==> src/rtl/votacao_pkg.sv <==
// votacao_pkg: shared state encoding, default sizing and tally-width helper for the voting controller
package votacao_pkg;
  typedef enum logic [1:0] {IDLE, COLLECT, CLOSE, REPORT} state_t;
  localparam int N_VOTERS_DEF = 3;
  localparam int TIMEOUT_DEF = 16;
  function automatic int cnt_w(input int n);
    return $clog2(n + 1);
  endfunction
endpackage

==> src/rtl/arbitro_rr.sv <==
// arbitro_rr: round-robin one-hot grant over req, pointer moves past the winner on advance
module arbitro_rr #(
  parameter int N = 3
) (
  input  logic         clk,
  input  logic         rst,
  input  logic [N-1:0] req,
  input  logic         advance,
  output logic [N-1:0] grant
);
  localparam int PW = N > 1 ? $clog2(N) : 1;
  logic [PW-1:0] ptr, ptr_n, idx;
  // descending scan so the requester closest to the pointer is assigned last and wins
  always_comb begin
    grant = '0;
    ptr_n = ptr;
    idx = '0;
    for (int k = N - 1; k >= 0; k--) begin
      idx = PW'((int'(ptr) + k) % N);
      if (req[idx]) begin
        grant = '0;
        grant[idx] = 1'b1;
        ptr_n = PW'((int'(idx) + 1) % N);
      end
    end
  end
  always_ff @(posedge clk) begin
    if (rst) ptr <= '0;
    else if (advance) ptr <= ptr_n;
  end
endmodule

==> src/rtl/controle_votacao.sv <==
// controle_votacao: sequences one voting round, arbitrates ballots one per voter and reports the tally
module controle_votacao
  import votacao_pkg::*;
#(
  parameter int N_VOTERS = N_VOTERS_DEF,
  parameter int TIMEOUT = TIMEOUT_DEF,
  localparam int CNT_W = cnt_w(N_VOTERS)
) (
  input  logic                clk,
  input  logic                rst,
  input  logic                start,
  input  logic [N_VOTERS-1:0] vote_req,
  input  logic [N_VOTERS-1:0] vote_val,
  output logic [N_VOTERS-1:0] vote_ack,
  output logic                busy,
  output logic                done,
  output logic [N_VOTERS-1:0] ballot,
  output logic [N_VOTERS-1:0] voted,
  output logic [CNT_W-1:0]    yes_count,
  output logic [CNT_W-1:0]    abstain_count,
  output logic                majority
);
  localparam int TW = $clog2(TIMEOUT + 1);
  state_t state, state_n;
  logic [TW-1:0] timer;
  logic [N_VOTERS-1:0] eligible, grant;
  logic in_collect;
  assign in_collect = state == COLLECT;
  assign eligible = in_collect ? vote_req & ~voted : '0;
  assign busy = state != IDLE;
  assign done = state == REPORT;
  arbitro_rr #(.N(N_VOTERS)) u_arb (
    .clk(clk),
    .rst(rst),
    .req(eligible),
    .advance(|grant),
    .grant(grant)
  );
  always_ff @(posedge clk) begin
    if (rst) state <= IDLE;
    else state <= state_n;
  end
  // exit tests the registered mask so done lands two cycles after the final ack
  always_comb begin
    state_n = state;
    case (state)
      IDLE:    state_n = start ? COLLECT : IDLE;
      COLLECT: state_n = (&voted || timer == TW'(TIMEOUT - 1)) ? CLOSE : COLLECT;
      CLOSE:   state_n = REPORT;
      default: state_n = IDLE;
    endcase
  end
  always_ff @(posedge clk) begin
    if (rst) begin
      vote_ack <= '0;
      voted <= '0;
      ballot <= '0;
      timer <= '0;
      yes_count <= '0;
      abstain_count <= '0;
      majority <= 1'b0;
    end else begin
      vote_ack <= grant;
      if (state == IDLE && start) begin
        voted <= '0;
        ballot <= '0;
        timer <= '0;
        yes_count <= '0;
        abstain_count <= '0;
        majority <= 1'b0;
      end
      if (in_collect) begin
        timer <= timer + 1'b1;
        voted <= voted | grant;
        ballot <= ballot | (grant & vote_val);
      end
      if (state == CLOSE) begin
        yes_count <= CNT_W'($countones(ballot));
        abstain_count <= CNT_W'(N_VOTERS - $countones(voted));
        majority <= 2 * $countones(ballot) > N_VOTERS;
      end
    end
  end
endmodule

==> config.mk <==
export PLATFORM = sky130hd
export DESIGN_NAME = controle_votacao
export DESIGN_NICKNAME = d
export VERILOG_FILES = /design/src/rtl/votacao_pkg.sv /design/src/rtl/arbitro_rr.sv /design/src/rtl/controle_votacao.sv
export SDC_FILE = /design/constraint.sdc
export NUM_CORES = 1
export LEC_CHECK = 0
export CAP_MARGIN = 20
export CORE_ASPECT_RATIO = 2
export CORE_UTILIZATION = 40
export CTS_BUF_LIST = sky130_fd_sc_hd__clkbuf_8 sky130_fd_sc_hd__clkbuf_16
export DETAILED_ROUTE_END_ITERATION = 6
export PLACE_DENSITY = 0.73
export SLEW_MARGIN = 0
export SYNTH_ARGS = -nofsm -noshare
export SYNTH_HDL_FRONTEND = slang
export SYNTH_HIERARCHICAL = 1
export SYNTH_SLANG_ARGS = --single-unit
==> constraint.sdc <==
create_clock -name clk -period 6.2 [get_ports clk]
set_clock_uncertainty 0.15 [all_clocks]
set_input_delay 1.24 -clock clk [delete_from_list [all_inputs] [get_ports clk]]
set_output_delay 1.24 -clock clk [all_outputs]
set_load 0.03 [all_outputs]
== Yosys cells after proc, flatten, opt, wreduce, memory -nomap -nowiden ==
Cells that the tools add are included.

* Input bits: 9
* Output and inout port bits: 16
* Flip-flop bits (word level): 23

* Bitwise gates (word level): 5
* Magnitude comparators: 7
* Multiplexer cells: 32
* Add/subtract/negate cells: 11
* Eq/ne operators: 4
* Reduce and logical (&&, ||, !) cells: 13
* Divide/modulo/power cells: 6

{| class="wikitable"
|+ Operators with widths
! kind !! count
|-
| $mod 32x3->32 const B || 5
|-
| $mod 3x3->32 const B || 1
|-
| $mux 3 || 7
|-
| $mux 2 || 7
|-
| $add 2x1->3 const B || 4
|-
| $mux 5 || 2
|-
| $lt 2x3->1 const B || 3
|-
| $mux 1 || 9
|-
| $and 3x3->3 || 2
|-
| $bmux 1 s2 || 3
|-
| $demux 1 s2 || 3
|-
| $ge 2x1->1 const B || 3
|-
| $or 3x3->3 || 2
|-
| $pmux 2 s3 || 1
|-
| $reduce_bool 2->1 || 3
|-
| $add 5x1->5 const B || 1
|-
| $eq 5x4->1 const B || 1
|-
| $add 1x1->2 || 2
|-
| $eq 2x2->1 const B || 2
|-
| $gt 4x2->1 const B || 1
|-
| $logic_and 1x1->1 || 4
|-
| $add 2x1->3 || 1
|-
| $add 2x2->3 const B || 1
|-
| $not 3->3 || 1
|-
| 9 further kinds || 9
|}

== Logic depth before layout (Yosys ltp) ==
* Depth after elaboration: 12
* Depth in mapped cells: 10

== Modules after synthesis ==
Netlist, hierarchy kept.

{| class="wikitable"
|+ Modules (own cells, without submodules)
! module !! area an instance (µm²) !! times used !! cells an instance
|-
| controle_votacao || 837.1 || 1 || 88
|-
| arbitro_rr || 402.9 || 1 || 45
|}

== Worst setup path after synthesis ==
No wires, ideal clock.

* Path type: in2reg
* Start point: in vote_req[1]
* End point: reg u_arb.ptr[0]
* Required time: 5.978 ns
* Library setup time: 0.072 ns
* Path buffers: 0
* Data arrival time: 2.837 ns
* Slack: 3.142 ns
* Stages on the path: 7
* Cell sequence: and3_1 -> mux2i_1 -> o22ai_1 -> mux2_2 -> or3_1 -> o31ai_4 -> mux2i_1

* Cells in the longest elaborated chain, start to end: 9
* Elaborated cells between the ends (all ways): 16
* Classes of those cells: mux: 12; bitwise: 1; reduce/logical: 3

{| class="wikitable"
|+ Ends and longest elaborated chain
! item !! line !! source
|-
| from (decl) || controle_votacao.sv:12 || <nowiki>input logic [N_VOTERS-1:0] vote_req,</nowiki>
|-
| $and 3x3->3 (*) || controle_votacao.sv:29 || <nowiki>assign eligible = in_collect ? vote_req & ~voted : '0;</nowiki>
|-
| $mux 3 (*) || controle_votacao.sv:29 ||
|-
| $bmux 1 s2 || arbitro_rr.sv:20 || <nowiki>if (req[idx]) begin</nowiki>
|-
| $mux 1 (implied by the code) || arbitro_rr.sv:20 ||
|-
| $mux 3 (2 in a row) || arbitro_rr.sv:20 ||
|-
| $mux 3 (*) || arbitro_rr.sv:20 ||
|-
| net grant[2] || controle_votacao.sv:26 || <nowiki>logic [N_VOTERS-1:0] eligible, grant;</nowiki>
|-
| $reduce_or 3->1 (*) || controle_votacao.sv:36 || <nowiki>.advance(|grant),</nowiki>
|-
| $reduce_and 2->1 (no line) (*) || n/a ||
|-
| to (signal assigned) || arbitro_rr.sv:29 || <nowiki>else if (advance) ptr <= ptr_n;</nowiki>
|-
| to (decl) || arbitro_rr.sv:12 || <nowiki>logic [PW-1:0] ptr, ptr_n, idx;</nowiki>
|}

Mark *: on every way through the listed nets, which the timed path passes. The rest lies on a longest branch. The select of a mux whose other input is x is not followed.
A chain may end at the register's enable or synchronous reset.

== Worst setup path after layout ==
* Start point: in vote_req[1]
* End point: reg u_arb.ptr[1]

* Cells in the longest elaborated chain, start to end: 9
* Elaborated cells between the ends (all ways): 16
* Classes of those cells: mux: 12; bitwise: 1; reduce/logical: 3

{| class="wikitable"
|+ Ends and longest elaborated chain
! item !! line
|-
| $and 3x3->3 (*) || controle_votacao.sv:29
|-
| $mux 3 (*) || controle_votacao.sv:29
|-
| net eligible[1] || controle_votacao.sv:26
|-
| $bmux 1 s2 || arbitro_rr.sv:20
|-
| $mux 1 (implied by the code) || arbitro_rr.sv:20
|-
| $mux 3 (2 in a row) || arbitro_rr.sv:20
|-
| $mux 3 (*) || arbitro_rr.sv:20
|-
| net grant[2] || controle_votacao.sv:26
|-
| $reduce_or 3->1 (*) || controle_votacao.sv:36
|-
| $reduce_and 2->1 (no line) (*) || n/a
|}

Marks and branches as above.

==> metrics.md <==
| Metric | Value |
|---|---|
| CTS Sinks | 22 |
| Internal cell power | 224 uW |
| Maximum clock path buffer count | 2 |
| Worst EP arrival | roughly 3500 ps |
| Post-Syn Area | between 1000 and 1500 um2 |
| Area Growth Syn to Fin | 22.6% |
| Drt drc | 0 |
| Required @ worst endpoint | approximately 6200 ps |
| Hold Crit Class | reg2reg |
| Setup slack, reg-to-reg | around 3200 ps |
| Metal2 WL | about 1.7 mm |
| Gate power share | about a quarter |
| Iteration-0 DRC Markers | 28 |
| Final min period | 3440 ps |
| Setup Fix Bufs, Post-CTS | 0 |
| Gpl congestion | approximately 0.74 |
| Synthesized area per cell | approximately 9.3 um2 |
| Top-area cell type share of the netlist area | about 36% |
| Placed wire-length estimate | 2.20 mm |
| Switch Pwr | approximately 88 uW |
| Ys flop type | dfxtp_1 |
| # port buffers | 24 |
| DR pass1 iterations | 4 |
| Final Setup Violations | 0 |
| Hold Crit Start | timer[4]$_SDFFE_PP0P_ |
| Switching Share | around 28% |
| Starting density of the core | between 40% and 50% |
| Boundary pin count | 25 |
| Row Count | 28 |
| Gr usage total | ~19% |
| Crit start category | primary input |
| CTS root buffer | clkbuf_8 |
| Distinct cells, synth | 45 |
| Leading area contributor after synthesis | dfxtp_1 |
| Core Region | between 2000 and 3000 um2 |
| Layout cell share with drive strength beyond 1 | approximately 7.1% |
| CP endpoint kind | flop |
| Tcrit/Tclk final | around 56% |
| Flop pwr share | slightly below 50% |
| Worst VDD drop | about 0.13 mV |
| Wire length on met3 | 60 um |
| Post-route insts no fill | ~190 |
| PostCTS Resize Cnt | 0 |
| Max-slew violation count | 0 |
| Worst rel slew slack | 57.3% |
| Seq/Total Area, Yosys | a little over a third |
| Max Fclk | 290 MHz |
| Crit path kind | in2reg |
| Max FO, Critical Path | 5 |
| Net Count, Synth | roughly 150 |
| Layout Nets | 175 |
| Status | finished clean |
| Antenna viol nets, final | 0 |
| Max-cap violations | 0 |
| Clk slew on worst S/H paths | roughly 70 ps |
| M1 WL | just over 1 mm |
| Placed Cells incl. Taps | around 180 |
| Synth Register Bits | 22 |
| H-Tree Depth | 1 |
| Vias per inst | approximately 5.6 |
| Synth async-reset ratio | 0% |
| Leakage power | 0.000574 uW |
| Clk_lat worst skew | about 250 ps |
| Post-synth EDFFs | 0 |
| Ranking of synthesized cells by area | dfxtp_1 (36%), ha_1 (7.1%), mux2i_1 (4.8%) |
| Final Hold Fails | 0 |
| Clock power frac | 27.0% |
| CTS buffer count | 3 |
| Top Layer Used | met4 |
| Largest net degree at the start of global routing | 20 |
| Routed via count | 1036 |
| Ys Warns | 6 |
| Diode count | 0 |
| Pwr dens | approximately 210 nW/um2 |
| Detailed Route WL | about 2.8 mm |
| Antenna violations before repair | 0 |
| Gr ovfl total | 0 |
| Cts hold-fix bufs | 0 |
| Die extent in x | ~41 um |
| RR Startpoint | state[0]$_SDFF_PP0_ |
| RSZ-0062 raised after global routing | false |
| Synth Instances | about 130 |
| Slew @ Worst Pin | 639 ps |
| CTS tree | yes |
| Total die area | approximately 3300 um2 |
| WL/cell | around 15 um |
| Vias in the first global route | 1039 |
| Crit path from | vote_req[1] |
| Global-route wire length before repair | 4.32 mm |
| Post-route setup TNS | 0 ps |
| Die height | ~81 um |
-- worst max-delay path, stage by stage --
cell	delay (ps)
clkdlybuf4s50_1	460
and3_1	250
mux2i_1	120
o22ai_1	340
mux2_2	410
or3_1	360
o31ai_4	90
mux2i_1	200
-- flip-flops by register name, indices dropped and copies added (netlist names) --
signal and cells:
timer 5, state 2, ballot 3, yes_count 2, u_arb/ptr 2, voted 3, abstain_count 2, vote_ack 3
-- stage by stage --
stage	util, %	power [uW]	hold slack, ps	area, um2	setup slack [ps]
after floorplan	-	211	306	1240	3140
after global placement	50.3	229	319	1480	2550
after detailed placement	50.3	231	342	1480	2500
after CTS	51.7	315	360	1520	2760
after global routing	51.7	329	379	1520	2610
final	51.7	312	358	1520	2760
-- kinds of logic (layout without fill, tap and decap cells) --
| family | count (synthesis) | count (layout) | synth area share (%) |
|---|---|---|---|
| fa+ha+maj | 9 | 9 | 10.3 |
| compound gates | 34 | 34 | 19.4 |
| mux | 9 | 9 | 8.68 |
| buf+inv | 14 | 36 | 5.85 |
| xor+xnor | 1 | 1 | 0.706 |
| simple gates | 44 | 44 | 19.6 |
| flops | 22 | 22 | 35.5 |
-- cells in the mapped netlist, types with 2 or more instances --
cell type	count
a21oi_1	8
a22oi_1	6
a31oi_1	3
and3_1	4
buf_6	2
dfxtp_1	22
fa_1	2
ha_1	7
inv_1	8
mux2i_1	6
nand2_1	5
nand2b_1	5
nand3b_1	2
nor2_1	14
nor2b_1	4
o21ai_1	3
o21bai_1	2
o22ai_1	3
-- final timing paths --
check | endpoint | cells past startpoint
worst max-delay path | u_arb/ptr[1]$_SDFFE_PP0P_ | 8
worst min-delay path | timer[4]$_SDFFE_PP0P_ | 2
worst max register to register | u_arb/ptr[1]$_SDFFE_PP0P_ | 8
worst min register to register | timer[4]$_SDFFE_PP0P_ | 2
-- cell usage in the layout, fill, tap and decap left out, drive strengths merged, types with 2 or more instances in the layout --
| master | instances |
|---|---|
| clkdlybuf4s50 | 24 |
| dfxtp | 22 |
| nor2 | 14 |
| inv | 9 |
| a21oi | 8 |
| mux2i | 8 |
| ha | 7 |
| a22oi | 6 |
| nand2b | 6 |
| nand2 | 5 |
| nor2b | 5 |
| and3 | 4 |
| o21ai | 4 |
| a31oi | 3 |
| clkbuf | 3 |
| o22ai | 3 |
| o21bai | 2 |
| fa | 2 |
| nand3b | 2 |
-- power by group through the flow --
| stage | Combinational, uW | Clock [uW] | Sequential, uW |
|---|---|---|---|
| after detailed placement | 77.5 | 0 | 153 |
| after global routing | 83.9 | 94.4 | 151 |
| after global placement | 75.9 | 0 | 153 |
| after CTS | 77.7 | 87.0 | 150 |
| final | 77.4 | 84.1 | 150 |
| after floorplan | 53.7 | 0 | 157 |
-- layout make-up --
cell class | instances | area, um2
clock buffer | 3 | 41.3
fill | 298 | 1420
inverter | 9 | 33.8
multi-input combinational | 97 | 727
sequential | 22 | 440
tap | 30 | 37.5
timing repair buffer | 24 | 240
-- metal layers --
metal	track usage [%]	vias up
li1	-	510
met1	17.4	503
met2	36.3	21
met3	1.64	2
met4	6.77	0
met5	0	-
(Power assumes the default switching activity.)
==> patch (same flow settings) <==
The package constant `TIMEOUT_DEF` goes from 16 to 8.
--- a/src/rtl/votacao_pkg.sv
+++ b/src/rtl/votacao_pkg.sv
@@ -4,3 +4,3 @@
   localparam int N_VOTERS_DEF = 3;
-  localparam int TIMEOUT_DEF = 16;
+  localparam int TIMEOUT_DEF = 8;
   function automatic int cnt_w(input int n);
Function: same outputs for any inputs over 4 cycles, from zero or initial values and one cycle with rst high; that may be too few to reach the edited logic, so the function may still have changed.
==> patch against the original RTL <==
Worst setup slack got worse by 0.060 ns. Register-to-register slack better by 0.04 ns. Total power up 9.9%. Routed wire length shrank 8.3%. Maximum frequency down 1.7%. Synthesized area is 3.3% lower. Non-clock buffer count is the same. First-iteration DRC count stayed put. Clock power increased by 9.2%. Sequential cell count is 1 lower. Sequential share of layout area is 0.57 points lower. Synthesized cell count is 3.8% lower. Cell area fell by 2.6%.
==> patch: results (changes against the original RTL) <==
** Run status
- Result of the run :: completed

** Detailed routing
- The detailed-route wire length came to 2.56 mm (-8.3%).
- DRT iter0 DRCs :: 28 (unchanged)
- Detailed Routing Iterations Pass 1 :: 4 (unchanged)
- The number of vias per cell after detailed routing was 5.50 (-1.8%).

** Place
- Count of buffers inserted at the top-level ports :: 24 (unchanged)
- Placement-stage worst setup slack :: 2.45 ns (-0.0528 ns)
- The half-perimeter wire length after detailed placement came to 2.03 mm (-7.5%).
- Final weighted congestion of routability-driven global placement :: 0.811 (+8.8%)
- The placement-stage cell area was 0.00143 sq mm (-3.2%).

** Min path
- The worst hold path belongs to the class reg2reg.

** Global routing
- The first-pass GRT wire length came to 4.23 mm (-2.1%).
- Total global routing track utilization :: 0.186 (+0.000450)
- The number of antenna violations at the first check in global routing was 0 (unchanged).
- Via count of the first global-routing pass :: 952 (-8.4%)
- The maximum number of pins on one net before global-route repair is 18 (-10%).

** CTS
- The setup fix buffers added after clock tree synthesis is 0 (unchanged).
- The total CTS buffers was 3 (unchanged).
- Number of levels the H-tree was split into :: 1 (unchanged)
- The tree is rooted in a clkbuf_8.
- Clk slew on worst S/H paths :: 0.07 ns (about the same)
- Clock buffer depth :: 2 (unchanged)
- The clock latency of the later-clocked register in the worst-skew pair is 0.27 ns (+0.02 ns).

** Synth
- Most common flop cell mapped by yosys :: dfxtp_1
- Multiplexer fraction of the synthesized cell area :: 0.102 (+0.0155)
- Share of the synthesized area in compound gates (AO/OA/AOI/OAI) :: 0.168 (-0.0257)
- Top post-synthesis cells by count :: dfxtp_1 (21), nor2_1 (15), a21oi_1 (8)
- The post-synthesis async set-or-reset flop share was 0 (unchanged).
- Unique masters post-synth :: 42 (-6.7%)
- Largest cells by area after synthesis :: dfxtp_1 (35%), ha_1 (6.3%), mux2i_1 (5.0%)
- Seq/Total Area, Yosys :: 0.351 (-0.00447)
- The synthesized netlist net count is 145 (-4.0%).
- Share of the synthesized netlist area taken by xor and xnor gates :: 0.0146 (+0.00755)
- Synth Area in Adders :: 0.0960 (-0.00689)

** Finish
- The register with the most flip-flops in the final layout is timer.
- The ratio of cells with drive above 1 in the final layout was 0.0800 (+0.00903).
- The number of diodes is 0 (unchanged).
- The final layout net count was 168 (-4.0%).
- Max reg flops :: 4 (-1)

** Worst setup path
- Largest delay contributor family on the critical path :: multiplexers
- The slowest stage of the critical path belongs to the cell clkdlybuf4s50_1.
- Maximum cell stage delay along the critical path :: 0.44 ns (-0.02 ns)
- Highest net fanout along the worst path :: 5 (unchanged)

** STA
- Max-slew headroom :: 0.624 (+0.0513)

** Power and ir drop
- The largest vdd supply drop was 127 uV (-5.3%).
- Leakage power :: 0.559 nW (-2.6%)
==> patch: cell families (layout without fill, tap and decap cells) <==
family	count (synthesis)	in the layout
AO/OA/AOI/OAI	30	30
XOR/XNOR	2	2
adder cells (fa/ha/maj)	8	8
buffers and inverters	14	36
flip-flops	21	21
multiplexers	10	10
AND/OR/NAND/NOR	43	43
==> patch: cell type report <==
| cell class | count | area (sq um) |
|---|---|---|
| clock buffer | 3 | 41.3 |
| inverter | 8 | 30.0 |
| tap | 29 | 36.3 |
| clock inverter | 1 | 7.51 |
| timing repair buffer | 24 | 240 |
| multi-input combinational | 93 | 704 |
| sequential | 21 | 420 |
| fill | 271 | 1320 |
==> patch: worst paths after layout <==
kind,startpoint,endpoint,slack [ns],cells after the start
setup / recovery,vote_req[1],u_arb/ptr[1],2.70,8
hold / removal,timer[1],timer[1],0.35,2
setup reg to reg,state[0],u_arb/ptr[1],3.20,8
hold reg to reg,timer[1],timer[1],0.35,2
==> patch: routing by layer <==
metal | track usage | wire (um) | share of wire
met1 | 0.194 | 968 | 0.38
met2 | 0.329 | 1410 | 0.55
met3 | 0.0223 | 94 | 0.037
met4 | 0.0933 | 82 | 0.032
met5 | 0 | 0 | 0
==> patch: metrics by stage <==
| stage | cells | util |
|---|---|---|
| after CTS | 179 | 0.528 |
| after global routing | 179 | 0.528 |
| after detailed placement | 175 | 0.510 |
| after floorplan | 128 | - |
| final | 179 | 0.528 |
| after global placement | 175 | 0.510 |
==> patch: power by group <==
group	internal, mW	switching (mW)	total (mW)
registers	0.142	0.00718	0.149
clock network	0.0454	0.0464	0.0918
logic	0.0453	0.0561	0.101
